### src/rtl/alu_arbiter.sv
// Purpose : two-requester front end for one shared ALU; grants one op, latches its operands, returns the result.
// Latency : ready seen in cycle k -> rsp_valid from cycle k+2; one op per 3 cycles at best (IDLE, EXEC, RESP).
// Backpr. : response held stable in RESP until rsp_ready; no new grant while busy. Macro ALU_ARB_RR_EN selects round-robin.
module alu_arbiter (
  input  logic        clk,
  input  logic        rst_n,
  // requester 0
  input  logic        req0_valid,
  output logic        req0_ready,
  input  logic [5:0]  req0_op,
  input  logic [5:0]  req0_func,
  input  logic [31:0] req0_a,
  input  logic [31:0] req0_b,
  // requester 1
  input  logic        req1_valid,
  output logic        req1_ready,
  input  logic [5:0]  req1_op,
  input  logic [5:0]  req1_func,
  input  logic [31:0] req1_a,
  input  logic [31:0] req1_b,
  // shared ALU
  output logic [31:0] alu_input1,
  output logic [31:0] alu_input2,
  output logic [5:0]  alu_op,
  output logic [5:0]  alu_func,
  input  logic [31:0] alu_result,
  input  logic        alu_zero,
  input  logic        alu_wr_file,
  // response
  output logic        rsp_valid,
  input  logic        rsp_ready,
  output logic        rsp_id,
  output logic [31:0] rsp_result,
  output logic        rsp_zero,
  output logic        rsp_wr,
  output logic        busy
);

  typedef enum logic [1:0] {
    S_IDLE = 2'd0,
    S_EXEC = 2'd1,
    S_RESP = 2'd2
  } state_t;

  state_t state_q;
  state_t state_d;

  logic        gnt_fire;   // a grant happens at the coming edge
  logic        gnt_id;     // which requester wins when gnt_fire is high

  logic [5:0]  op_q;
  logic [5:0]  func_q;
  logic [31:0] a_q;
  logic [31:0] b_q;
  logic        id_q;

  // A grant can only be made from IDLE and needs at least one requester.
  assign gnt_fire = (state_q == S_IDLE) && (req0_valid || req1_valid);

`ifdef ALU_ARB_RR_EN
  // Last-granted requester; reset value 1 lets req0 win the first tie.
  logic rr_ptr_q;

  // Round-robin pick: on a tie, serve whoever was not granted last.
  always_comb begin
    gnt_id = 1'b0;
    if (req0_valid && req1_valid) begin
      gnt_id = ~rr_ptr_q;
    end else begin
      gnt_id = ~req0_valid;
    end
  end

  // Remember the winner of every grant.
  always_ff @(posedge clk or negedge rst_n) begin
    if (!rst_n) begin
      rr_ptr_q <= 1'b1;
    end else if (gnt_fire) begin
      rr_ptr_q <= gnt_id;
    end
  end
`else
  // Fixed priority: req0 wins whenever it is valid.
  always_comb begin
    gnt_id = ~req0_valid;
  end
`endif

  // Ready is purely combinational so the requester sees acceptance in the same cycle.
  assign req0_ready = gnt_fire && !gnt_id;
  assign req1_ready = gnt_fire &&  gnt_id;

  // State register.
  always_ff @(posedge clk or negedge rst_n) begin
    if (!rst_n) begin
      state_q <= S_IDLE;
    end else begin
      state_q <= state_d;
    end
  end

  // Next-state: grant -> EXEC, EXEC always lasts one cycle, RESP waits for the consumer.
  always_comb begin
    state_d = state_q;
    case (state_q)
      S_IDLE: begin
        if (gnt_fire) begin
          state_d = S_EXEC;
        end
      end
      S_EXEC: begin
        state_d = S_RESP;
      end
      S_RESP: begin
        if (rsp_ready) begin
          state_d = S_IDLE;
        end
      end
      default: begin
        state_d = S_IDLE;
      end
    endcase
  end

  // Operand registers load only on a grant, so the ALU inputs never glitch with requester traffic.
  always_ff @(posedge clk or negedge rst_n) begin
    if (!rst_n) begin
      op_q   <= '0;
      func_q <= '0;
      a_q    <= '0;
      b_q    <= '0;
      id_q   <= 1'b0;
    end else if (gnt_fire) begin
      op_q   <= gnt_id ? req1_op   : req0_op;
      func_q <= gnt_id ? req1_func : req0_func;
      a_q    <= gnt_id ? req1_a    : req0_a;
      b_q    <= gnt_id ? req1_b    : req0_b;
      id_q   <= gnt_id;
    end
  end

  assign alu_input1 = a_q;
  assign alu_input2 = b_q;
  assign alu_op     = op_q;
  assign alu_func   = func_q;

  // Capture the ALU outputs on the EXEC-to-RESP edge and hold them through any backpressure.
  always_ff @(posedge clk or negedge rst_n) begin
    if (!rst_n) begin
      rsp_result <= '0;
      rsp_zero   <= 1'b0;
      rsp_wr     <= 1'b0;
      rsp_id     <= 1'b0;
    end else if (state_q == S_EXEC) begin
      rsp_result <= alu_result;
      rsp_zero   <= alu_zero;
      rsp_wr     <= alu_wr_file;
      rsp_id     <= id_q;
    end
  end

  assign rsp_valid = (state_q == S_RESP);
  assign busy      = (state_q != S_IDLE);

endmodule

### config.mk
export PLATFORM = sky130hd
export DESIGN_NAME = alu_arbiter
export DESIGN_NICKNAME = d
export VERILOG_FILES = /design/src/rtl/alu_arbiter.sv
export SDC_FILE = /design/constraint.sdc
export NUM_CORES = 1
export LEC_CHECK = 0
export ABC_AREA = 0
export CORE_ASPECT_RATIO = 1.25
export CORE_MARGIN = 2
export CORE_UTILIZATION = 30
export DETAILED_ROUTE_END_ITERATION = 8
export PLACE_DENSITY = 0.72
export SKIP_LAST_GASP = 1
export SYNTH_ARGS = -nofsm -noshare
export SYNTH_HDL_FRONTEND = slang
export SYNTH_SLANG_ARGS = --single-unit
export TNS_END_PERCENT = 10
### constraint.sdc
create_clock -name clk -period 2.9 [get_ports clk]
set_input_delay 0.725 -clock clk [delete_from_list [all_inputs] [get_ports clk]]
set_output_delay 0.725 -clock clk [all_outputs]
set_load 0.005 [all_outputs]
; ---- Word-level counts from Yosys, hierarchy flattened
; Cells that the tools add are included.
[totals]
reg_bits = 114
out_inout_bits = 115
wordCells = 29
[classes]
eq_ne = 4
muxes = 7
n_bitwise = 1
reduce_logical = 7
[ops]
columns = operator, count
row1 = 2-to-1 mux 32 bit, 2
row2 = 2-to-1 mux 6 bit, 2
row3 = one-hot mux 2 bit (3 select lines), 1
row4 = 2-to-1 mux 2 bit, 2
row5 = logical AND 1 bit, 3
row6 = "equality test 2 x 1 -> 1 bit, second input constant", 1
row7 = "equality test 2 bit, second input constant", 1
row8 = logical NOT 2 bit, 1
row9 = "inequality test 2 x 1 -> 1 bit, second input constant", 1
row10 = "inequality test 2 bit, second input constant", 1
row11 = AND reduction 2 bit, 1
row12 = nonzero test 2 bit, 1
row13 = logical OR 1 bit, 1
row14 = NOT 1 bit, 1

; ---- Logic depth before layout (Yosys ltp)
[logic_depth]
ltp_word = 4
depth_mapped = 6

; ---- Worst setup path before layout
; Ideal clock, no wire load.
[synth_timing]
path_type = input -> output
start = input port req0_valid
end = output port req1_ready
arrival_ns = 1.384
required_ns = 2.175
path_slack_ns = 0.791
path_stages = 4
n_path_buf = 3
cell_sequence = buf_4 > buf_6 > buf_6 > nor3_1
[synth_via]
elab_chain_cells = 3
word_cells_on_any_way = 4
cone_classes = 1 x bitwise / 3 x reduce/logical
[synth_lines]
columns = element, line
row1 = from (decl), 8  ; input logic req0_valid,
row2 = logical OR 1 bit, 58  ; assign gnt_fire = (state_q == S_IDLE) && (req0_valid || req1_valid);
row3 = logical AND 1 bit, 58
row4 = logical AND 1 bit (*), 91  ; assign req1_ready = gnt_fire && gnt_id;
row5 = to (decl), 16  ; output logic req1_ready,
; Every way passes the cells marked *; elsewhere a longest branch is shown, timed or not.

; ---- Worst setup path after layout
[layout_timing]
start = input port req1_valid
end = output port req1_ready
[layout_via]
elab_chain_cells = 3
[layout_lines]
columns = element, line
row1 = from (decl), 15  ; input logic req1_valid,
row2 = logical OR 1 bit, 58
row3 = logical AND 1 bit, 58
row4 = logical AND 1 bit, 91
; Every way passes these cells.

==> impl_metrics.env <==
export IMPL_grt_max_degree=75
export IMPL_dieArea_mm2=0.0188
export IMPL_synth_edf_count=0
export IMPL_ir_worst_vdd_mv=0.523
export IMPL_status="finished clean"
export IMPL_syn_inst=336
export IMPL_clockBufferDepth=2
export IMPL_final_nets=835
export IMPL_antenna_found_initial=0
export IMPL_grt_total_usage_pct=15.4
export IMPL_root_buffer="clkbuf_16"
export IMPL_finalSetupViolations=0
export IMPL_yosys_top_cells_area="dfrtp_1 (54%), mux2_2 (35%), mux2_4 (5.7%)"
export IMPL_yosysMostFrequentCell="mux2_2"
export IMPL_synthSimpleGateAreaFrac_pct=1.18
export IMPL_hold_buffers=0
export IMPL_synthToLayoutAreaGrowth_pct=72.4
export IMPL_synthMuxAreaShare_pct=40.9
export IMPL_core_mm2=0.0174
export IMPL_drt_iter0_drc=102
export IMPL_grt_pass1_vias=4455
export IMPL_synthArstFlopShare_pct=100
export IMPL_fin_crit_sh_pct=94.9
export IMPL_finalHoldViolations=0
export IMPL_hold_ws_ns=0.174
export IMPL_cts_resized=0
export IMPL_routabilityCongestion=0.754
export IMPL_rows=54
export IMPL_grt_overflow=0
export IMPL_p_leak_nw=3.72
export IMPL_htree_levels=4
export IMPL_drc=0
export IMPL_wl_um=14700
export IMPL_grt_pass1_wl_um=22000
export IMPL_critPathMaxFanout=2
export IMPL_synth_top_family_by_area="multiplexers"
export IMPL_syn_nets=527
export IMPL_n_fill_cell=1457
export IMPL_critical_path_class="in2out"
export IMPL_start_kind="input port"
export IMPL_die_y_um=153
export IMPL_avgRoutedWirePerCell_um=16.7
export IMPL_p_per_area_mw_per_mm2=974
export IMPL_hold_class="in2async"
export IMPL_synthAdderAreaFrac_pct=0
export IMPL_tritoncts="yes"
export IMPL_yosysWarningCount=0
export IMPL_drive_gt1_share_pct=34.5
export IMPL_io_pins=306
export IMPL_max_slew_margin_pct=69.4
export IMPL_post_drt_via_cell_ratio=4.52
export IMPL_synth_compound_area_share_pct=0.330
export IMPL_register_area_mm2=0.00285
export IMPL_worst_setup_path_end_kind="output port"
export IMPL_yosys_register_bits=114
export IMPL_cts_buffers=17
export IMPL_syn_area_mm2=0.00530
export IMPL_yosysSeqAreaShare_pct=53.8
export IMPL_fin_crit_ns=2.75
export IMPL_finalMaxSlewViolations=0
export IMPL_synth_top_cells_by_count="mux2_2 (166), dfrtp_1 (114), mux2_4 (20)"
export IMPL_yosysUniqueCellTypes=19
export IMPL_syn_mean_instance_area_um2=15.8
export IMPL_synth_ff_type="dfrtp_1"
export IMPL_clk_latency_ns=0.41
export IMPL_clock_fmax_mhz=363
export IMPL_num_antenna_cells=0
export IMPL_antenna_left=0
export IMPL_initial_core_util_pct=30.5
export IMPL_synth_xor_area_share_pct=0
export IMPL_post_cts_buffers=0
export IMPL_numClockSinks=114
export IMPL_worst_slew_pin_slew_ns=0.459
export IMPL_path_clk_slew_ns=0.05
export IMPL_dieWidth_um=123
export IMPL_vias=3978
export IMPL_cap_violations=0
export IMPL_multi_input_area_mm2=0.00225
export IMPL_tns_ns=0
export IMPL_first_pass_iters=4
export IMPL_port_buffers=305
export IMPL_cp_arrival_ns=2.03
export IMPL_synth_top_area_cell="dfrtp_1"
export IMPL_fin_skew_ns=0.00610
export IMPL_dp_hpwl_um=11200
export IMPL_rsz0062_at_grt="no"
export IMPL_synth_top_cell_area_share_pct=53.8
export IMPL_cp_required_ns=2.17
sequential cells by signal, summed over array words and instances, names as in the netlist:
| signal | flops |
|---|---|
| id_q | 1 |
| rsp_result | 32 |
| rsp_id | 1 |
| alu_func | 6 |
| state_q | 2 |
| alu_input1 | 32 |
| alu_input2 | 32 |
| alu_op | 6 |
| rsp_wr | 1 |
| rsp_zero | 1 |
kinds of logic (layout without fill, tap and decap cells):
| group | after synthesis | count (layout) |
|---|---|---|
| flip-flops | 114 | 114 |
| AO/OA/AOI/OAI | 3 | 3 |
| multiplexers | 186 | 186 |
| AND/OR/NAND/NOR | 8 | 8 |
| buffers and inverters | 25 | 345 |
placed cells by master, fill, tap and decap left out:
cell type,n
buf_12,4
clkdlybuf4s50_1,303
buf_4,4
inv_1,3
nor2_1,1
mux2_2,166
nand2b_1,2
clkinvlp_4,3
clkbuf_8,3
dfrtp_1,114
mux2_4,20
nor3_1,1
o21bai_1,1
or2_1,1
nor2_4,1
o21ai_0,2
nand2_1,1
nor2_8,1
clkbuf_1,1
bufinv_16,3
clkinv_2,4
clkbuf_16,17
per-layer routing:
layer	track usage (%)	part of all wire, %	up-vias	wire [um]
met4	6.84	2.1	0	303
met5	0	0	-	0
met1	14.4	34	1929	4960
li1	-	-	1818	-
met2	28.7	53	210	7760
met3	6.03	11	21	1630
critical path, cell delays in order:
cell and delay (ns):
clkdlybuf4s50_1 0.52, nor2_4 0.06, nor3_1 0.18, clkdlybuf4s50_1 0.55
report_power, final:
part	switching, mW	total, mW	internal, mW
logic	1.22	3.95	2.73
clock network	0.699	2.11	1.41
registers	0.426	2.85	2.42
total	2.35	8.90	6.56
path summary, 6_finish.rpt:
| kind | start | end | slack, ns | cells past startpoint |
|---|---|---|---|---|
| min in group clk | rsp_id | rsp_id | 0.48 | 2 |
| min reg2reg | rsp_id | rsp_id | 0.48 | 2 |
| max reg2reg | state_q[0] | alu_input2[24] | 1.20 | 4 |
| min | rst_n | alu_input1[28] | 0.17 | 1 |
| max in group asynchronous | rst_n | alu_input2[0] | 2.00 | 2 |
| max | req1_valid | req1_ready | 0.15 | 4 |
stage by stage:
step / cells / setup WS [ns] / utilization (%) / instance area (um2) / power (mW)
5_1_grt: 880 / 0.0833 / 52.6 / 9140 / 9.42
2_1_floorplan: 336 / 0.791 / - / 5300 / 4.62
3_5_place_dp: 849 / 0.135 / 49.2 / 8540 / 6.89
4_1_cts: 880 / 0.133 / 52.6 / 9140 / 9.07
6_report: 880 / 0.147 / 52.6 / 9140 / 8.90
3_3_place_gp: 849 / 0.111 / 49.2 / 8540 / 6.76
cell type report:
type | count | area share (%)
sequential | 114 | 31.2
multi-input combinational | 197 | 24.6
clock inverter | 10 | 1.45
tap | 224 | 3.07
timing repair buffer | 311 | 34.4
inverter | 3 | 0.123
clock buffer | 21 | 5.15
Note: power is estimated with default switching activity, not from simulation.
